**src/rtl/seq_multiplier.sv**
```systemverilog
// rtl/seq_multiplier.sv - sequential shift-add signed multiplier with sign-magnitude result
module seq_multiplier #(
    parameter int DW  = 8,
    parameter int D2W = 2 * DW
) (
    input  logic           clk,
    input  logic           rst,
    input  logic           i_start,
    input  logic [DW-1:0]  i_multiplicand,
    input  logic [DW-1:0]  i_multiplier,
    output logic [D2W-1:0] o_product,
    output logic           o_sign,
    output logic           o_stop,
    output logic           o_busy
);

    localparam int CW = $clog2(DW) + 1;

    typedef enum logic [1:0] {
        IDLE = 2'd0,
        LOAD = 2'd1,
        MULT = 2'd2,
        DONE = 2'd3
    } state_t;

    state_t state;
    state_t state_next;

    logic [DW-1:0]  a_r;
    logic [DW-1:0]  b_r;
    logic [DW-1:0]  mag_a;
    logic [DW-1:0]  mag_b;
    logic           sign_r;
    logic [D2W-1:0] acc;
    logic [CW-1:0]  cnt;

    logic           accept;
    logic           last_iter;
    logic [D2W-1:0] partial;
    logic [D2W-1:0] acc_sum;

    logic [D2W-1:0] product_next;
    logic           sign_next;
    logic           stop_next;
    logic           busy_next;

    assign accept    = i_start && ((state == IDLE) || (state == DONE));
    assign last_iter = (cnt == CW'(DW - 1));
    assign partial   = {{(D2W - DW){1'b0}}, mag_a} << cnt;
    assign acc_sum   = acc + (mag_b[0] ? partial : '0);

    always_ff @(posedge clk or posedge rst) begin
        if (rst) begin
            state <= IDLE;
        end else begin
            state <= state_next;
        end
    end

    always_comb begin
        state_next = state;
        case (state)
            IDLE:    if (accept) state_next = LOAD;
            LOAD:    state_next = MULT;
            MULT:    if (last_iter) state_next = DONE;
            DONE:    if (accept) state_next = LOAD;
            default: state_next = IDLE;
        endcase
    end

    // Result outputs are forced to zero everywhere outside DONE so the LED stage never sees stale data.
    always_comb begin
        busy_next    = (state_next == LOAD) || (state_next == MULT);
        stop_next    = (state_next == DONE);
        product_next = '0;
        sign_next    = 1'b0;
        if (state == MULT && last_iter) begin
            product_next = acc_sum;
            sign_next    = sign_r && (acc_sum != '0);
        end else if (state_next == DONE) begin
            product_next = o_product;
            sign_next    = o_sign;
        end
    end

    always_ff @(posedge clk or posedge rst) begin
        if (rst) begin
            o_product <= '0;
            o_sign    <= 1'b0;
            o_stop    <= 1'b0;
            o_busy    <= 1'b0;
        end else begin
            o_product <= product_next;
            o_sign    <= sign_next;
            o_stop    <= stop_next;
            o_busy    <= busy_next;
        end
    end

    always_ff @(posedge clk or posedge rst) begin
        if (rst) begin
            a_r    <= '0;
            b_r    <= '0;
            mag_a  <= '0;
            mag_b  <= '0;
            sign_r <= 1'b0;
            acc    <= '0;
            cnt    <= '0;
        end else begin
            if (accept) begin
                a_r <= i_multiplicand;
                b_r <= i_multiplier;
            end
            if (state == LOAD) begin
                // The most negative value negates to itself, which reads correctly as unsigned.
                mag_a  <= a_r[DW-1] ? (~a_r + 1'b1) : a_r;
                mag_b  <= b_r[DW-1] ? (~b_r + 1'b1) : b_r;
                sign_r <= a_r[DW-1] ^ b_r[DW-1];
                acc    <= '0;
                cnt    <= '0;
            end else if (state == MULT) begin
                acc   <= acc_sum;
                mag_b <= mag_b >> 1;
                cnt   <= cnt + 1'b1;
            end
        end
    end

endmodule

```
**config.mk**
```make
export PLATFORM = sky130hd
export DESIGN_NAME = seq_multiplier
export DESIGN_NICKNAME = d
export VERILOG_FILES = /design/src/rtl/seq_multiplier.sv
export SDC_FILE = /design/constraint.sdc
export NUM_CORES = 1
export LEC_CHECK = 0
export ABC_CLOCK_PERIOD_IN_PS = 4600
export CORE_MARGIN = 2
export CORE_UTILIZATION = 30
export CTS_BUF_LIST = sky130_fd_sc_hd__clkbuf_16
export CTS_CLUSTER_SIZE = 28
export DETAILED_ROUTE_END_ITERATION = 7
export PLACE_DENSITY = 0.49
export SYNTH_ARGS = -nofsm -noshare
export SYNTH_HDL_FRONTEND = slang
export SYNTH_SLANG_ARGS = --single-unit
```
**constraint.sdc**
```tcl
create_clock -name clk -period 4.6 [get_ports clk]
set_clock_uncertainty 0.05 [all_clocks]
set_input_delay 1.15 -clock clk [delete_from_list [all_inputs] [get_ports clk]]
set_output_delay 1.15 -clock clk [all_outputs]
set_load 0.02 [all_outputs]
```
# ---- After elaboration in Yosys (flattened, before gate mapping)
# Cells that the tools add are included.
dict set report op_classes {
  addsub 4
  n_eq_ne 8
  shifts 1
  mux 16
  bitwise_logic 3
  n_reduce_logical 9
}
# operator count
set ops {}
lappend ops {{16-bit 2-to-1 mux} 5}
lappend ops {{8-bit 2-to-1 mux} 4}
lappend ops {{16-bit adder} 1}
lappend ops {{8-bit by 1-bit adder with 8-bit output, second input constant} 2}
lappend ops {{8-bit NOT} 2}
lappend ops {{16-bit nonzero test} 1}
lappend ops {{8-bit by 4-bit << shifter with 16-bit output} 1}
lappend ops {{2-bit equality test, second input constant} 4}
lappend ops {{4-bit 2-to-1 mux} 2}
lappend ops {{2-bit one-hot mux with 3 select lines} 1}
lappend ops {{4-bit by 1-bit adder with 4-bit output, second input constant} 1}
lappend ops {{2-bit by 1-bit equality test with 1-bit output, second input constant} 2}
lappend ops {{4-bit by 3-bit equality test with 1-bit output, second input constant} 1}
lappend ops {{2-bit 2-to-1 mux} 2}
lappend ops {{1-bit logical AND} 3}
lappend ops {{2-bit zero test} 1}
lappend ops {{1-bit logical OR} 2}
lappend ops {{1-bit 2-to-1 mux} 2}
lappend ops {{2-bit by 1-bit inequality test with 1-bit output, second input constant} 1}
lappend ops {{2-bit nonzero test} 1}
lappend ops {{2-bit OR reduction} 1}
lappend ops {{1-bit bitwise XOR} 1}
dict set report word_totals {
  register_bits 74
  in_bits 19
  output_inout_bits 19
  word_cells 53
}

# ---- Logic depth before layout (Yosys ltp)
dict set report logic_depth {
  depth_word 8
  ltp_mapped 15
  depth_no_buf 14
}

# ---- Least setup slack after synthesis
# No wires, ideal clock.
dict set report synth_timing {
  kind {register -> register}
  start {register cnt[1]}
  end {register o_sign}
  setup_time_ns 0.144
  arrival_time_ns 3.543
  required_ns 4.406
  setup_slack_ns 0.863
  path_stages_with_launch 15
  n_path_buf 2
  synth_period_minus_slack_ns 3.737
  path_cell_list {dfrtp_1 -> clkbuf_1 -> clkbuf_1 -> mux2i_1 -> mux2_2 -> mux2i_1 -> nor2b_1 -> ha_1 -> a21o_1 -> a221oi_2 -> a211oi_2 -> o41ai_4 -> nand3_2 -> a2111oi_2 -> a41oi_1}
}
dict set report synth_via {
  elab_chain_cells 6
  elab_cells_between_ends 12
  cone_classes {add/sub: 1; eq/ne: 3; shift: 1; mux: 4; reduce/logical: 3}
}
# element line_no
set synth_lines {}
lappend synth_lines {{from (decl)} 35} ;# logic [CW-1:0] cnt;
lappend synth_lines {{from (signal assigned)} 124} ;# cnt <= cnt + 1'b1;
lappend synth_lines {{8-bit by 4-bit << shifter with 16-bit output} 49} ;# assign partial = {{(D2W - DW){1'b0}}, mag_a} << cnt;
lappend synth_lines {{16-bit 2-to-1 mux} 50} ;# assign acc_sum = acc + (mag_b[0] ? partial : '0);
lappend synth_lines {{16-bit adder} 50}
lappend synth_lines {{16-bit nonzero test} 79} ;# sign_next = sign_r && (acc_sum != '0);
lappend synth_lines {{1-bit logical AND} 79}
lappend synth_lines {{1-bit 2-to-1 mux} 77} ;# if (state == MULT && last_iter) begin
lappend synth_lines {{to (signal assigned)} 94} ;# o_sign <= sign_next;
lappend synth_lines {{to (decl)} 12} ;# output logic o_sign,
# Parallel ways exist; a longest one is shown, timed or not.
# A chain may end at the register's enable or synchronous reset.

# ---- Worst setup path in the final report
# Same ends and word-level chain as after synthesis.

==> flow_summary_export.csv <==
group,metric,value,unit
cells_and_area,antenna_cells,0,
cells_and_area,flow.area_growth_from_synthesis,19.91,%
global_routing,grt_max_degree,75,
power,p_per_area,674.7,nW/µm²
sta,finalCritPeriodShare,87.18,%
sta,hold_viol_final,0,
detailed_routing,vias,3431,
sta,fmax,249.4,MHz
global_routing,overflow,0,
run,maxCapViolations,0,
die,core_area,14420,µm²
worst_setup_path,crit_required,4.74,ns
die,dieArea,15670,µm²
synth,synth_cell_types,60,
worst_setup_path,critPathMaxFanout,16,
cts,cts_max_path_buffers,2,
synth,synth_nets,510,
detailed_routing,avgViaCountPerCell,5.009,
sta,slew_violations,0,
global_routing,grt_pass1_vias,3316,
power,power_leakage,2.279,nW
die,die_h,125.2,µm
placed_design,place.detailed.hpwl,7262,µm
cts,clk_latency,0.33,ns
synth,synth_seq_area_share,42.05,%
detailed_routing,drt-pass1-iter-count,4,
cts,numCtsBuffers,9,
die,start_util,30.53,%
worst_setup_path,crit_slowest_cell,"dfrtp_1",
synth,synth-xor-area-share,3.977,%
synth,synth-simple-area-share,16.28,%
cts,htree_num_levels,3,
cts,clk_pin_slew,0.06,ns
placed_design,routabilityCongestion,0.8534,
worst_setup_path,end_kind,"flip-flop",
synth,synth_mux_area_share,9.432,%
power,vdd_ir_drop_max,0.5454,mV
sta,worstMarginPinSlew,0.9405,ns
die,rows,44,
worst_setup_path,worst_path_dominant_cell_family,"compound AO/OA/AOI/OAI gates",
worst_setup_path,path_cells,"mux2_2 > o21ai_0 > mux2i_1 > nor2b_1 > ha_1 > and3_1 > a221oi_2 > a211oi_2 > o41ai_4 > nand3_2 > a2111oi_2 > a41oi_1",
detailed_routing,wire_per_inst,14.53,µm
worst_hold_path,hold_class,"flip-flop to flip-flop",
cts,cts_resized,0,
synth,synth_area,4404,µm²
synth,ys_warn_count,0,
detailed_routing,drc,0,
cts,cts_tree,"built",
worst_setup_path,cp.arrival,4.15,ns
cts,clock_sinks,74,
sta,slew_headroom,37.30,%
run_status,status,"finished, final reports clean",
placed_design,io_buffers,37,
synth,ys_seq_elements,74,
detailed_routing,ant_nets,0,
cts,cts_root_buf,"clkbuf_16",
cells_and_area,nets,538,
synth,syn_inst,469,
worst_setup_path,slowest_delay,0.70,ns
synth,synth_edf_count,0,
cells_and_area,fin_util,36.62,%
sta,setup_ws,0.5896,ns
detailed_routing,routed_wl,9955,µm
worst_setup_path,start_kind,"flip-flop",
synth,synth_compound_area_share,18.10,%
sta,min_period,4.010,ns
global_routing,grt_usage,13.39,%
cts,cts_hold_buffers,0,
detailed_routing,drt-initial-drc-count,248,
global_routing,antenna_found_initial,0,
placed_design,pre_cts_ws,0.6203,ns
worst_setup_path,worst-path-buf-inv,0,
die,ios,38,
sta,setup_viol,0,
global_routing,grt_pass1_wl,16930,µm
synth,yosys.area_share.adder,6.420,%
sta,rsz0062_at_grt,"no",
synth,synth_top_family_by_area,"compound AO/OA/AOI/OAI gates",
worst_setup_path,worstSetupPathType,"flip-flop to flip-flop",
cts,cts_setup_buffers,0,
cells_and_area,drive_above_1_share,12.38,%
die,dieWidth,125.2,µm
synth,synthFlopType,"dfrtp_1",
synth,synth.avg_cell_area,9.391,µm²
sta,setup_tns,0,ns
synth,async_flop_share,100.0,%
==> worst paths after layout <==
check                                startpoint                    to  slack [ns]  cells past startpoint
setup / recovery             cnt[1]$_DFFE_PP0P_    o_sign$_DFFE_PP0P_        0.59                     12
setup reg to reg             cnt[1]$_DFFE_PP0P_    o_sign$_DFFE_PP0P_        0.59                     12
hold reg to reg            mag_b[7]$_DFFE_PP0P_  mag_b[7]$_DFFE_PP0P_        0.43                      2
max in group asynchronous                   rst  mag_b[6]$_DFFE_PP0P_        2.52                      3
min in group asynchronous                   rst  mag_a[5]$_DFFE_PP0P_        1.39                      3
hold / removal             mag_b[7]$_DFFE_PP0P_  mag_b[7]$_DFFE_PP0P_        0.43                      2
==> registers in the layout, summed over array words and instances, names as in the netlist <==
register / flops
o_busy: 1
o_sign: 1
mag_a: 8
a_r: 8
cnt: 4
o_product: 16
o_stop: 1
b_r: 8
mag_b: 8
state: 2
sign_r: 1
acc: 16
==> where the power goes <==
part           switching, mW  internal (mW)
Combinational          0.935          0.692
Sequential             0.271          0.877
Clock                  0.264          0.524
Total                   1.47           2.09
==> cell usage in the layout, fill, tap and decap left out, types with 18 or more instances in the layout <==
| master | synthesis | layout |
|---|---|---|
| dfrtp_1 | 74 | 74 |
| nand2_1 | 54 | 54 |
| o21ai_0 | 38 | 38 |
| clkdlybuf4s50_1 | 0 | 37 |
| nor2_1 | 29 | 29 |
| mux2_2 | 24 | 24 |
| nand3_1 | 23 | 23 |
| ha_1 | 21 | 21 |
| a21oi_1 | 19 | 19 |
| inv_1 | 18 | 18 |
==> metrics by stage <==
stage / std cells / hold WS (ns) / power (mW) / area (µm²)
floorplan: 469 / 0.3978 / 2.366 / 4404
detailed placement: 670 / 0.4201 / 2.781 / 4949
global route: 685 / 0.4645 / 3.876 / 5281
CTS: 685 / 0.4356 / 3.602 / 5281
global placement: 670 / 0.4152 / 2.759 / 4949
finish: 685 / 0.4292 / 3.563 / 5281
==> cells in the mapped netlist, types with 5 or more instances <==
cell type,count,area (µm²)
a21oi_1,19,95.09
and2_1,5,31.28
clkbuf_1,24,90.09
dfrtp_1,74,1852
ha_1,21,262.8
inv_1,18,67.56
mux2_2,24,270.3
mux2i_1,10,100.1
nand2_1,54,202.7
nand3_1,23,115.1
nor2_1,29,108.9
nor2b_1,8,50.05
nor3_1,5,25.02
o211ai_1,6,45.04
o21a_1,7,52.55
o21ai_0,38,190.2
o21ai_1,16,80.08
xnor2_1,6,52.55
xor2_1,14,122.6
==> cell type report <==
| class | instances | area, µm² |
|---|---|---|
| Timing Repair Buffer | 42 | 407.9 |
| Fill cell | 1483 | 9143 |
| Sequential cell | 74 | 1852 |
| Clock buffer | 9 | 225.2 |
| Clock inverter | 6 | 107.6 |
| Tap cell | 184 | 230.2 |
| Multi-Input combinational cell | 351 | 2387 |
| Inverter | 19 | 71.32 |
==> worst register-to-register path: cells and delay by family (launching register included) <==
family,cells,cell delay [ns]
multiplexers,2,0.55
adder cells (fa/ha/maj),1,0.35
flip-flops,1,0.70
AND/OR/NAND/NOR,3,0.50
AO/OA/AOI/OAI,6,1.71
==> layer usage <==
metal	track usage [%]	wire (µm)
met1	18.60	4950
met4	4.183	152
met5	0	0
met2	20.81	4376
met3	3.081	475
==> logic make-up after synthesis <==
family,after synthesis
mux,36
fa+ha+maj,22
compound gates,122
buf+inv,44
xor+xnor,20
simple gates,151
flops,74
No activity file was read; power rests on OpenSTA's default activity.
